**config.mk**
```make
export PLATFORM = sky130hd
export DESIGN_NAME = mm_match_ctrl
export DESIGN_NICKNAME = d
export VERILOG_FILES = /design/src/rtl/mm_match_ctrl_pkg.sv /design/src/rtl/mm_out_fifo.sv /design/src/rtl/mm_match_ctrl.sv
export SDC_FILE = /design/constraint.sdc
export NUM_CORES = 1
export LEC_CHECK = 0
export ABC_CLOCK_PERIOD_IN_PS = 10100
export CORE_MARGIN = 5
export CORE_UTILIZATION = 55
export DETAILED_ROUTE_END_ITERATION = 8
export DONT_BUFFER_PORTS = 1
export PLACE_DENSITY = 0.72
export SLEW_MARGIN = 20
export SYNTH_ARGS = -nofsm -noshare
export SYNTH_HDL_FRONTEND = slang
export SYNTH_SLANG_ARGS = --single-unit
```
**constraint.sdc**
```tcl
create_clock -name CP -period 10.1 [get_ports CP]
set_input_delay 0.505 -clock CP [delete_from_list [all_inputs] [get_ports CP]]
set_output_delay 0.505 -clock CP [all_outputs]
set_load 0.03 [all_outputs]
```
**src/rtl/mm_match_ctrl_pkg.sv**
```systemverilog
// Shared definitions for the operand-matching controller: token key layout,
// key/match widths and the default operand width.
package mm_match_ctrl_pkg;

  localparam int KEY_W      = 19;
  localparam int MKEY_W     = 18;
  localparam int DW_DEFAULT = 16;

  localparam int COLOR_HI = 18;
  localparam int COLOR_LO = 15;
  localparam int GEN_HI   = 14;
  localparam int GEN_LO   = 11;
  localparam int DEST_HI  = 10;
  localparam int DEST_LO  = 1;
  localparam int LR_BIT   = 0;

  typedef logic [KEY_W-1:0]  key_t;
  typedef logic [MKEY_W-1:0] mkey_t;

  // {color, gen, dest}: the part of a key two partner operands share.
  function automatic mkey_t match_field(input key_t k);
    return {k[COLOR_HI:COLOR_LO], k[GEN_HI:GEN_LO], k[DEST_HI:DEST_LO]};
  endfunction

endpackage

```
**src/rtl/mm_out_fifo.sv**
```systemverilog
// Fire-packet FIFO between the matching store and functional-unit dispatch.
// Head fields read as zero while empty so idle outputs are deterministic.
module mm_out_fifo
  import mm_match_ctrl_pkg::*;
#(
  parameter int DW         = DW_DEFAULT,
  parameter int FIFO_DEPTH = 4
) (
  input  logic                        CP,
  input  logic                        MR,
  input  logic                        push_i,
  input  mkey_t                       push_key_i,
  input  logic [DW-1:0]               push_ldata_i,
  input  logic [DW-1:0]               push_rdata_i,
  input  logic                        pop_i,
  output logic                        full_o,
  output logic                        empty_o,
  output logic [$clog2(FIFO_DEPTH):0] count_o,
  output mkey_t                       key_o,
  output logic [DW-1:0]               ldata_o,
  output logic [DW-1:0]               rdata_o
);

  localparam int PW = $clog2(FIFO_DEPTH);
  localparam logic [PW:0] DEPTH_C = (PW+1)'(FIFO_DEPTH);

  mkey_t         key_mem [FIFO_DEPTH];
  logic [DW-1:0] l_mem   [FIFO_DEPTH];
  logic [DW-1:0] r_mem   [FIFO_DEPTH];

  logic [PW-1:0] wr_ptr_q, wr_ptr_d;
  logic [PW-1:0] rd_ptr_q, rd_ptr_d;
  logic [PW:0]   count_q, count_d;
  logic          push_ok, pop_ok;

  assign full_o  = (count_q == DEPTH_C);
  assign empty_o = (count_q == '0);
  assign count_o = count_q;

  // Full is the registered state: a pop in the same cycle does not open a slot.
  assign push_ok = push_i && !full_o;
  assign pop_ok  = pop_i && !empty_o;

  always_comb begin
    wr_ptr_d = wr_ptr_q;
    rd_ptr_d = rd_ptr_q;
    count_d  = count_q;
    if (push_ok) wr_ptr_d = wr_ptr_q + 1'b1;
    if (pop_ok)  rd_ptr_d = rd_ptr_q + 1'b1;
    unique case ({push_ok, pop_ok})
      2'b10:   count_d = count_q + 1'b1;
      2'b01:   count_d = count_q - 1'b1;
      default: count_d = count_q;
    endcase
  end

  always_ff @(posedge CP) begin
    if (MR) begin
      wr_ptr_q <= '0;
      rd_ptr_q <= '0;
      count_q  <= '0;
    end else begin
      wr_ptr_q <= wr_ptr_d;
      rd_ptr_q <= rd_ptr_d;
      count_q  <= count_d;
    end
  end

  always_ff @(posedge CP) begin
    if (push_ok && !MR) begin
      key_mem[wr_ptr_q] <= push_key_i;
      l_mem[wr_ptr_q]   <= push_ldata_i;
      r_mem[wr_ptr_q]   <= push_rdata_i;
    end
  end

  assign key_o   = empty_o ? '0 : key_mem[rd_ptr_q];
  assign ldata_o = empty_o ? '0 : l_mem[rd_ptr_q];
  assign rdata_o = empty_o ? '0 : r_mem[rd_ptr_q];

endmodule

```
**src/rtl/mm_match_ctrl.sv**
```systemverilog
// Operand-matching controller: associative store of unmatched operands; a token
// meeting its opposite-side partner frees the entry and queues a fire packet.
module mm_match_ctrl
  import mm_match_ctrl_pkg::*;
#(
  parameter int NUM_ENTRY  = 8,
  parameter int DW         = DW_DEFAULT,
  parameter int FIFO_DEPTH = 4
) (
  input  logic                       CP,
  input  logic                       MR,
  input  logic                       IN_VALID,
  output logic                       IN_READY,
  input  logic [KEY_W-1:0]           IN_KEY,
  input  logic [DW-1:0]              IN_DATA,
  output logic                       OUT_VALID,
  input  logic                       OUT_READY,
  output logic [MKEY_W-1:0]          OUT_KEY,
  output logic [DW-1:0]              OUT_LDATA,
  output logic [DW-1:0]              OUT_RDATA,
  output logic [$clog2(NUM_ENTRY):0] OCC,
  output logic                       MM_FULL,
  output logic                       DUP
);

  localparam int IW = $clog2(NUM_ENTRY);
  localparam int OW = IW + 1;
  localparam int FW = $clog2(FIFO_DEPTH) + 1;
  localparam logic [OW-1:0] NUM_C  = OW'(NUM_ENTRY);
  localparam logic [FW-1:0] FDEP_C = FW'(FIFO_DEPTH);

  logic [NUM_ENTRY-1:0] valid_q, valid_d;
  key_t                 key_q  [NUM_ENTRY];
  logic [DW-1:0]        data_q [NUM_ENTRY];
  logic [OW-1:0]        occ_q, occ_d;
  logic                 mm_full_q, mm_full_d;
  logic                 dup_q, dup_d;

  logic [NUM_ENTRY-1:0] hit, same;
  logic                 hit_any, same_any;
  logic [IW-1:0]        hit_idx, free_idx;
  logic                 accept, fire, store;
  logic [DW-1:0]        pkt_l, pkt_r;

  logic                 fifo_full, fifo_empty, fifo_pop;
  logic [FW-1:0]        fifo_count;

  function automatic logic [IW-1:0] lowest_idx(input logic [NUM_ENTRY-1:0] v);
    logic [IW-1:0] idx;
    idx = '0;
    for (int i = NUM_ENTRY - 1; i >= 0; i--) begin
      if (v[i]) idx = IW'(i);
    end
    return idx;
  endfunction

  always_comb begin
    hit  = '0;
    same = '0;
    for (int i = 0; i < NUM_ENTRY; i++) begin
      hit[i]  = valid_q[i] && (match_field(key_q[i]) == match_field(IN_KEY))
                && (key_q[i][LR_BIT] != IN_KEY[LR_BIT]);
      same[i] = valid_q[i] && (key_q[i] == IN_KEY);
    end
  end

  assign hit_any  = |hit;
  assign same_any = |same;
  assign hit_idx  = lowest_idx(hit);
  assign free_idx = lowest_idx(~valid_q);

  // A hit never needs a free entry, so a full store only stalls unmatched tokens.
  assign IN_READY = !fifo_full && (hit_any || !mm_full_q);
  assign accept   = IN_VALID && IN_READY;
  assign fire     = accept && hit_any;
  assign store    = accept && !hit_any;

  always_comb begin
    pkt_l = IN_DATA;
    pkt_r = data_q[hit_idx];
    if (IN_KEY[LR_BIT]) begin
      pkt_l = data_q[hit_idx];
      pkt_r = IN_DATA;
    end
  end

  always_comb begin
    valid_d = valid_q;
    occ_d   = occ_q;
    if (fire) begin
      valid_d[hit_idx] = 1'b0;
      occ_d            = occ_q - 1'b1;
    end else if (store) begin
      valid_d[free_idx] = 1'b1;
      occ_d             = occ_q + 1'b1;
    end
    mm_full_d = (occ_d == NUM_C);
    dup_d     = store && same_any;
  end

  always_ff @(posedge CP) begin
    if (MR) begin
      valid_q   <= '0;
      occ_q     <= '0;
      mm_full_q <= 1'b0;
      dup_q     <= 1'b0;
    end else begin
      valid_q   <= valid_d;
      occ_q     <= occ_d;
      mm_full_q <= mm_full_d;
      dup_q     <= dup_d;
    end
  end

  always_ff @(posedge CP) begin
    if (store && !MR) begin
      key_q[free_idx]  <= IN_KEY;
      data_q[free_idx] <= IN_DATA;
    end
  end

  assign OCC     = occ_q;
  assign MM_FULL = mm_full_q;
  assign DUP     = dup_q;

  assign OUT_VALID = !fifo_empty;
  assign fifo_pop  = OUT_VALID && OUT_READY;

  mm_out_fifo #(
    .DW         (DW),
    .FIFO_DEPTH (FIFO_DEPTH)
  ) u_out_fifo (
    .CP           (CP),
    .MR           (MR),
    .push_i       (fire),
    .push_key_i   (match_field(IN_KEY)),
    .push_ldata_i (pkt_l),
    .push_rdata_i (pkt_r),
    .pop_i        (fifo_pop),
    .full_o       (fifo_full),
    .empty_o      (fifo_empty),
    .count_o      (fifo_count),
    .key_o        (OUT_KEY),
    .ldata_o      (OUT_LDATA),
    .rdata_o      (OUT_RDATA)
  );

  always_ff @(posedge CP) begin
    if (!MR) assert (fifo_full == (fifo_count == FDEP_C));
  end

endmodule

```
Word-level counts from Yosys, hierarchy flattened
Memory sizes are Yosys's and may differ from the RTL's. A register that Yosys moved wholly into a read port is not among the register bits.
Index checks and enable logic that the tools add are counted.
{"block": "word_totals", "reg_bits": 21, "latch_bits": 0, "mem_bits_rw": 480, "rom_bits": 0, "input_bits": 39, "output_inout_bits": 58, "elab_cells": 141, "mem_count": 5}
{"block": "op_classes", "n_addsub": 6, "mul": 0, "div": 0, "magnitude_cmp": 4, "n_eq_ne": 28, "shifts": 0, "n_mux": 40, "n_bitwise": 4, "reduce_logical": 47}
{"name": "key_q", "depth": 8, "width": 19, "read_ports": 8, "rd_ports_with_merged_regs": 0, "write_ports": 1, "line_no": "mm_match_ctrl.sv:33", "text": "key_t key_q [NUM_ENTRY];"}
{"name": "data_q", "depth": 8, "width": 16, "read_ports": 1, "rd_ports_with_merged_regs": 0, "write_ports": 1, "line_no": "mm_match_ctrl.sv:34", "text": "logic [DW-1:0] data_q [NUM_ENTRY];"}
{"name": "u_out_fifo.key_mem", "depth": 4, "width": 18, "read_ports": 1, "rd_ports_with_merged_regs": 1, "write_ports": 1, "line_no": "mm_out_fifo.sv:27", "text": "mkey_t key_mem [FIFO_DEPTH];"}
{"name": "u_out_fifo.l_mem", "depth": 4, "width": 16, "read_ports": 1, "rd_ports_with_merged_regs": 1, "write_ports": 1, "line_no": "mm_out_fifo.sv:28", "text": "logic [DW-1:0] l_mem [FIFO_DEPTH];"}
{"name": "u_out_fifo.r_mem", "depth": 4, "width": 16, "read_ports": 1, "rd_ports_with_merged_regs": 1, "write_ports": 1, "line_no": "mm_out_fifo.sv:29", "text": "logic [DW-1:0] r_mem [FIFO_DEPTH];"}
{"op": "$eq 19x19->1", "n": 8}
{"op": "$eq 18x18->1", "n": 8}
{"op": "$mux 16", "n": 4}
{"op": "$mux 3", "n": 16}
{"op": "$logic_and 1x1->1", "n": 36}
{"op": "$mux 18", "n": 1}
{"op": "$mux 8", "n": 2}
{"op": "$not 8->8", "n": 2}
{"op": "$reduce_or 8->1", "n": 2}
{"op": "$mux 2", "n": 6}
{"op": "$and 8x8->8", "n": 1}
{"op": "$lt 3x4->1 const B", "n": 2}
{"op": "$mux 4", "n": 2}
{"op": "$ne 1x1->1", "n": 8}
{"op": "$or 8x8->8", "n": 1}
{"op": "$demux 1 s3", "n": 2}
{"op": "$ge 3x1->1 const B", "n": 2}
{"op": "$mux 1", "n": 6}
{"op": "$pmux 3 s2", "n": 1}
{"op": "$logic_not 1->1", "n": 5}
{"op": "$add 2x1->2 const B", "n": 2}
{"op": "$add 4x1->4 const B", "n": 1}
{"op": "$eq 4x4->1 const B", "n": 1}
{"op": "$reduce_bool 2->1", "n": 2}
{"op": "other kinds (8)", "n": 8}

Depth between registers and ports, before layout
{"block": "logic_depth", "ltp_word": 18, "ltp_mapped": 16, "mapped_depth_nobuf": 14}

Hierarchy
A second synthesis with hierarchy kept.
{"block": "hier_totals", "cells_unflattened": 1390, "hier_area_um2": 22180.0}
{"mod": "mm_match_ctrl", "instances": 1, "cells_per_inst": 1019, "area_each_um2": 14131.1, "seq_area_each_um2": 8688.3}
{"mod": "mm_out_fifo", "instances": 1, "cells_per_inst": 371, "area_each_um2": 8049.0, "seq_area_each_um2": 6185.9}

Least setup slack after synthesis
OpenSTA, ideal clock, no wires.
{"block": "synth_path", "path_kind": "input-to-reg", "start": "in IN_KEY[16]", "end": "mem data_q[6][0] (netlist name), enable pin", "t_arrival_ns": 3.621, "required_ns": 9.673, "path_slack_ns": 6.051, "stages": 9, "cell_sequence": "buf_4 xor2_1 nor4_1 nor4b_2 and2_4 or3_1 buf_6 or3_4 nor2_1"}
{"block": "synth_between", "elab_chain_cells": 11, "word_cells_on_any_way": 33, "cone_classes": "eq/ne: 8; mux: 2; reduce/logical: 23"}
{"item": "start: declaration", "line_no": "mm_match_ctrl.sv:14", "text": "input logic [KEY_W-1:0] IN_KEY,"}
{"item": "$eq 18x18->1", "line_no": "mm_match_ctrl.sv:61", "text": "hit[i] = valid_q[i] && (match_field(key_q[i]) == match_field(IN_KEY))"}
{"item": "$logic_and 1x1->1", "line_no": "mm_match_ctrl.sv:61"}
{"item": "$logic_and 1x1->1", "line_no": "mm_match_ctrl.sv:62", "text": "&& (key_q[i][LR_BIT] != IN_KEY[LR_BIT]);"}
{"item": "$reduce_or 8->1 (*)", "line_no": "mm_match_ctrl.sv:67", "text": "assign hit_any = |hit;"}
{"item": "$logic_or 1x1->1", "line_no": "mm_match_ctrl.sv:73", "text": "assign IN_READY = !fifo_full && (hit_any || !mm_full_q);"}
{"item": "$logic_and 1x1->1", "line_no": "mm_match_ctrl.sv:73"}
{"item": "$logic_and 1x1->1", "line_no": "mm_match_ctrl.sv:74", "text": "assign accept = IN_VALID && IN_READY;"}
{"item": "$logic_and 1x1->1 (*)", "line_no": "mm_match_ctrl.sv:76", "text": "assign store = accept && !hit_any;"}
{"item": "$logic_and 1x1->1 (*)", "line_no": "mm_match_ctrl.sv:116", "text": "if (store && !MR) begin"}
{"item": "$mux 1 (*)", "line_no": "mm_match_ctrl.sv:116"}
{"item": "$mux 1 (implied by the code) (*)", "line_no": "mm_match_ctrl.sv:118", "text": "data_q[free_idx] <= IN_DATA;"}
{"item": "end: declaration", "line_no": "mm_match_ctrl.sv:34"}
Mark *: on every way between the ends. The rest lies on a longest branch, timed or not.

==> results.txt <==
* Setup_tns: 0 ps
- The die is around 210 microns tall.
* Min Clock Period, post-route: roughly 4500 ps
* Post-synth top area share: 0.655
- The endpoint identified for the worst register-to-register timing path is key_q[1][18].
- First element of the critical path: key_q[5][9]
- The share of total power dissipated in sequential elements is 0.552.
* Area added between synthesis and finish: 11.0%
- Maximum number of pins on one net before global-route repair: 52
- The share of the Yosys chip area taken by registers is 0.676.
* # port buffers: 0
- Antenna viol nets, final: 0
- The core region is ~0.040 sq mm.
- Count of flip-flops with a built-in enable after synthesis: 480
- Summed over all nets, the half-perimeter wirelength after detailed placement is 33.5 mm.
- In the post-synthesis netlist, the cell with the most instances is sky130_fd_sc_hd__edfxtp_1.
- The clock passes through at most 3 buffers.
* Total of cells resized after clock tree synthesis: 0
- Predominant post-synthesis flop cell: sky130_fd_sc_hd__edfxtp_1
- Clock Latency Late Sink: just under 600 ps
- For this run, global-route usage on met2 was measured as 0.366.
- The layer flagged by global routing as most heavily used is met1.
- Sw Ratio: 0.206
- The tightest min-delay check is of the in -> reg type.
* Synthesized netlist net count: 1478
* Number of antenna violations at the first check in global routing: 4
- Count of max-cap constraint violations: 0
- Synthesized area divided by synthesized cell count: 15.4 sq um
- Die span in x: 210 microns
- Reg2Reg Depth: 8
- FP Rows: 73
- Final hold analysis gives a worst-case slack of 26.3 ps.
- The worst setup path is of the reg -> out kind.
- Maximum resistive drop on vdd: 0.136 mV
- Clock-pin slew was measured on the worst setup and hold paths at around 60 ps.
- In the post-synthesis netlist, the biggest area contributors are sky130_fd_sc_hd__edfxtp_1 65%, sky130_fd_sc_hd__mux4_2 5.1%, sky130_fd_sc_hd__xnor2_1 4.8%, sky130_fd_sc_hd__dfxtp_1 2.1%, sky130_fd_sc_hd__nand3_1 1.8%.
- The share of total power dissipated in the clock network is 0.413.
- Setup repair after global routing left no endpoint under its margin.
* Post-CTS setup-driven buffer insertion count: 0
- Logic pwr share: 0.036
* Vias after detailed routing: 12938
- Internal reg-to-reg setup slack: 6070 ps
- In this run the critical register-to-register path is launched from key_q[5][16].
- Data on the critical path arrives at its endpoint at 3960 ps.
- Yosys printed 0 warnings.
* Status: completed
- Starting density of the core: 0.555
- Leakage Power: 7.59 nW
- Using the TritonRoute via totals, the vias-per-cell ratio works out to 6.37.
- GRT Overall Usage: 0.257
- Final weighted congestion of routability-driven global placement: 0.875
* Number of top-level pins: slightly below 100
* Count of final hold-check violations: 0
* Critical path data required time: ~9600 ps
* Clock tree from TritonCTS: built
- For met1 alone, demand over resource in global routing was 0.401.
* Setup violation total in the final timing report: 0
- In this run the cell area of the synthesized design comes to 0.0220 sq mm.
* Share of final-layout standard cells stronger than drive strength 1: 0.138
* Wire length per cell: 27.8 microns
* Category of the worst setup path capture point: output port
- Before antenna repair, the detailed router went through 6 iterations.
- Power spent charging and discharging nets: approximately 0.86 mW
- Number of global-route vias before repair: 12609
- Element type at the critical path start: register
* Clock sink count: 503
- Library cell with the largest summed area after synthesis: sky130_fd_sc_hd__edfxtp_1
- Number of max-slew violations in the final report: 0
* Root buf cell: sky130_fd_sc_hd__clkbuf_16
- DR iter-0 viols: 1536
* Source of the worst hold timing path: IN_KEY[7]
- For this run, design rule violations remaining after detail routing come to 0.
- The worst pin sits at a relative slew slack of 0.309.
- Die area: between 0.04 and 0.05 sq mm
- After synthesis, the share of flip-flops with an asynchronous set or reset is 0.
- Met3 track demand over resource: 0.0713
- Post-Route WL: 56.6 mm
- The first global-routing pass estimated 84.2 mm of wire.
- The most critical setup path has its endpoint at IN_READY.
- Clock skew on the completed layout was measured at 19.7 ps.
* Final Net Count: 1517
- Leftover overflow at the end of global routing: 0
- Synth Register Bits: approximately 500
- Worst Tran Pin Value: 1030 ps
- Count of mapped cells out of synthesis: 1431
- Final cycle utilization of the critical path: 0.442
- The H-tree generated during clock tree synthesis spans 2 levels.
- Highest achievable clock rate: 0.224 GHz
- The internal portion of the total power is 3.32 mW.
- Number of buffers created by CTS: 50
- The commonest cells after synthesis are 480 x sky130_fd_sc_hd__edfxtp_1, 121 x sky130_fd_sc_hd__xnor2_1, 85 x sky130_fd_sc_hd__nand2_1, 77 x sky130_fd_sc_hd__nand3_1, 65 x sky130_fd_sc_hd__inv_1.
- Yosys mapped the design onto 84 distinct sky130hd cell types.
- Of all nets on the critical path, the largest fanout is 36.
* Power Density: 171 mW/mm^2
==> critical path, cell delays in order, from the launching register on <==
cell                        delay (ps)
sky130_fd_sc_hd__edfxtp_1          380
sky130_fd_sc_hd__xnor2_1           260
sky130_fd_sc_hd__nand3_1           100
sky130_fd_sc_hd__or3_1             520
sky130_fd_sc_hd__o2bb2ai_4         840
sky130_fd_sc_hd__or3_1             510
sky130_fd_sc_hd__nor2_2            170
sky130_fd_sc_hd__a22oi_1           580
==> flip-flops by register name (all words and copies together) (netlist names), named ones only <==
| name | cells |
|---|---|
| u_out_fifo.key_mem | 72 |
| u_out_fifo.l_mem | 64 |
| data_q | 128 |
| u_out_fifo.rd_ptr_q | 2 |
| key_q | 152 |
| u_out_fifo.count_o | 3 |
| u_out_fifo.r_mem | 64 |
| OCC | 4 |
| u_out_fifo.wr_ptr_q | 2 |
| MM_FULL | 1 |
| valid_q | 8 |
| DUP | 1 |
==> layout make-up <==
type | count | area, sq um
antenna | 2 | 5.00
sequential | 503 | 14900
tap | 525 | 657
multi-input combinational | 787 | 6490
clock inverter | 28 | 194
inverter | 66 | 248
fill | 2879 | 15200
clock buffer | 58 | 1300
timing repair buffer | 62 | 643
==> cells in the final DEF (no fill, tap or decap), types with 13 or more instances in the layout <==
cell | synthesis | final
sky130_fd_sc_hd__a211oi_1 | 16 | 16
sky130_fd_sc_hd__nand4_1 | 44 | 44
sky130_fd_sc_hd__o221ai_2 | 22 | 22
sky130_fd_sc_hd__nand2_1 | 85 | 85
sky130_fd_sc_hd__o21ai_0 | 35 | 35
sky130_fd_sc_hd__a22oi_1 | 34 | 34
sky130_fd_sc_hd__xnor2_1 | 121 | 121
sky130_fd_sc_hd__nor2_1 | 40 | 32
sky130_fd_sc_hd__dlygate4sd3_1 | 0 | 47
sky130_fd_sc_hd__and3_1 | 19 | 15
sky130_fd_sc_hd__nand3_1 | 77 | 77
sky130_fd_sc_hd__xor2_1 | 38 | 38
sky130_fd_sc_hd__and2_1 | 52 | 52
sky130_fd_sc_hd__clkbuf_16 | 0 | 51
sky130_fd_sc_hd__inv_1 | 65 | 65
sky130_fd_sc_hd__edfxtp_1 | 480 | 480
sky130_fd_sc_hd__dfxtp_1 | 23 | 21
sky130_fd_sc_hd__mux4_2 | 50 | 50
sky130_fd_sc_hd__nor3_1 | 16 | 16
sky130_fd_sc_hd__a21oi_1 | 15 | 13
==> stage by stage <==
stage,worst slack [ps],power (mW),cells,area [sq um],utilization
after floorplan,6050,2.45,1431,22000,-
after global placement,5980,2.46,1893,22400,0.564
after detailed placement,6000,2.46,1895,22400,0.565
after CTS,5640,4.19,2026,24400,0.615
after global routing,5410,4.30,2029,24400,0.616
final,5640,4.18,2031,24400,0.616
==> power by group through the flow <==
stage	registers, mW	logic, mW	clock network, mW
4_1_cts	2.31	0.144	1.74
5_1_grt	2.31	0.159	1.84
3_5_place_dp	2.35	0.106	0
3_3_place_gp	2.35	0.104	0
2_1_floorplan	2.35	0.0947	0
6_report	2.31	0.149	1.73
==> cells by family (layout without fill, tap and decap cells) <==
kind of cell | count (synthesis) | after routing | share of synthesized area
other | 0 | 2 | 0
adders and majority gates | 8 | 8 | 0.00489
buffers and inverters | 141 | 214 | 0.0335
xor gates and xnor gates | 159 | 159 | 0.0633
muxes | 53 | 53 | 0.0525
AOI/OAI and AO/OA | 183 | 183 | 0.0731
DFF | 503 | 503 | 0.676
and+or+nand+nor | 384 | 384 | 0.0969
==> worst min-delay path by stage <==
stage / end / slack, ps / cells after the start
after floorplan: u_out_fifo.wr_ptr_q[1] / 480 / 2
after global placement: u_out_fifo.wr_ptr_q[1] / 500 / 2
after detailed placement: u_out_fifo.wr_ptr_q[1] / 510 / 2
after CTS: key_q[5][14] / 0.1 / 0
after global routing: key_q[6][15] / 0.3 / 0
final: key_q[7][7] / 30 / 0
==> layer usage <==
metal / vias up / wire length, microns
met2: 690 / 24500
met5: - / 0
met1: 6590 / 24400
met3: 96 / 6510
li1: 5562 / -
met4: 0 / 1100
==> repair_timing <==
item	in CTS	in global routing
hold endpoints to repair	293	3
hold buffers	45	2
endpoints found under the setup margin	0	0
(Power assumes the default switching activity.)
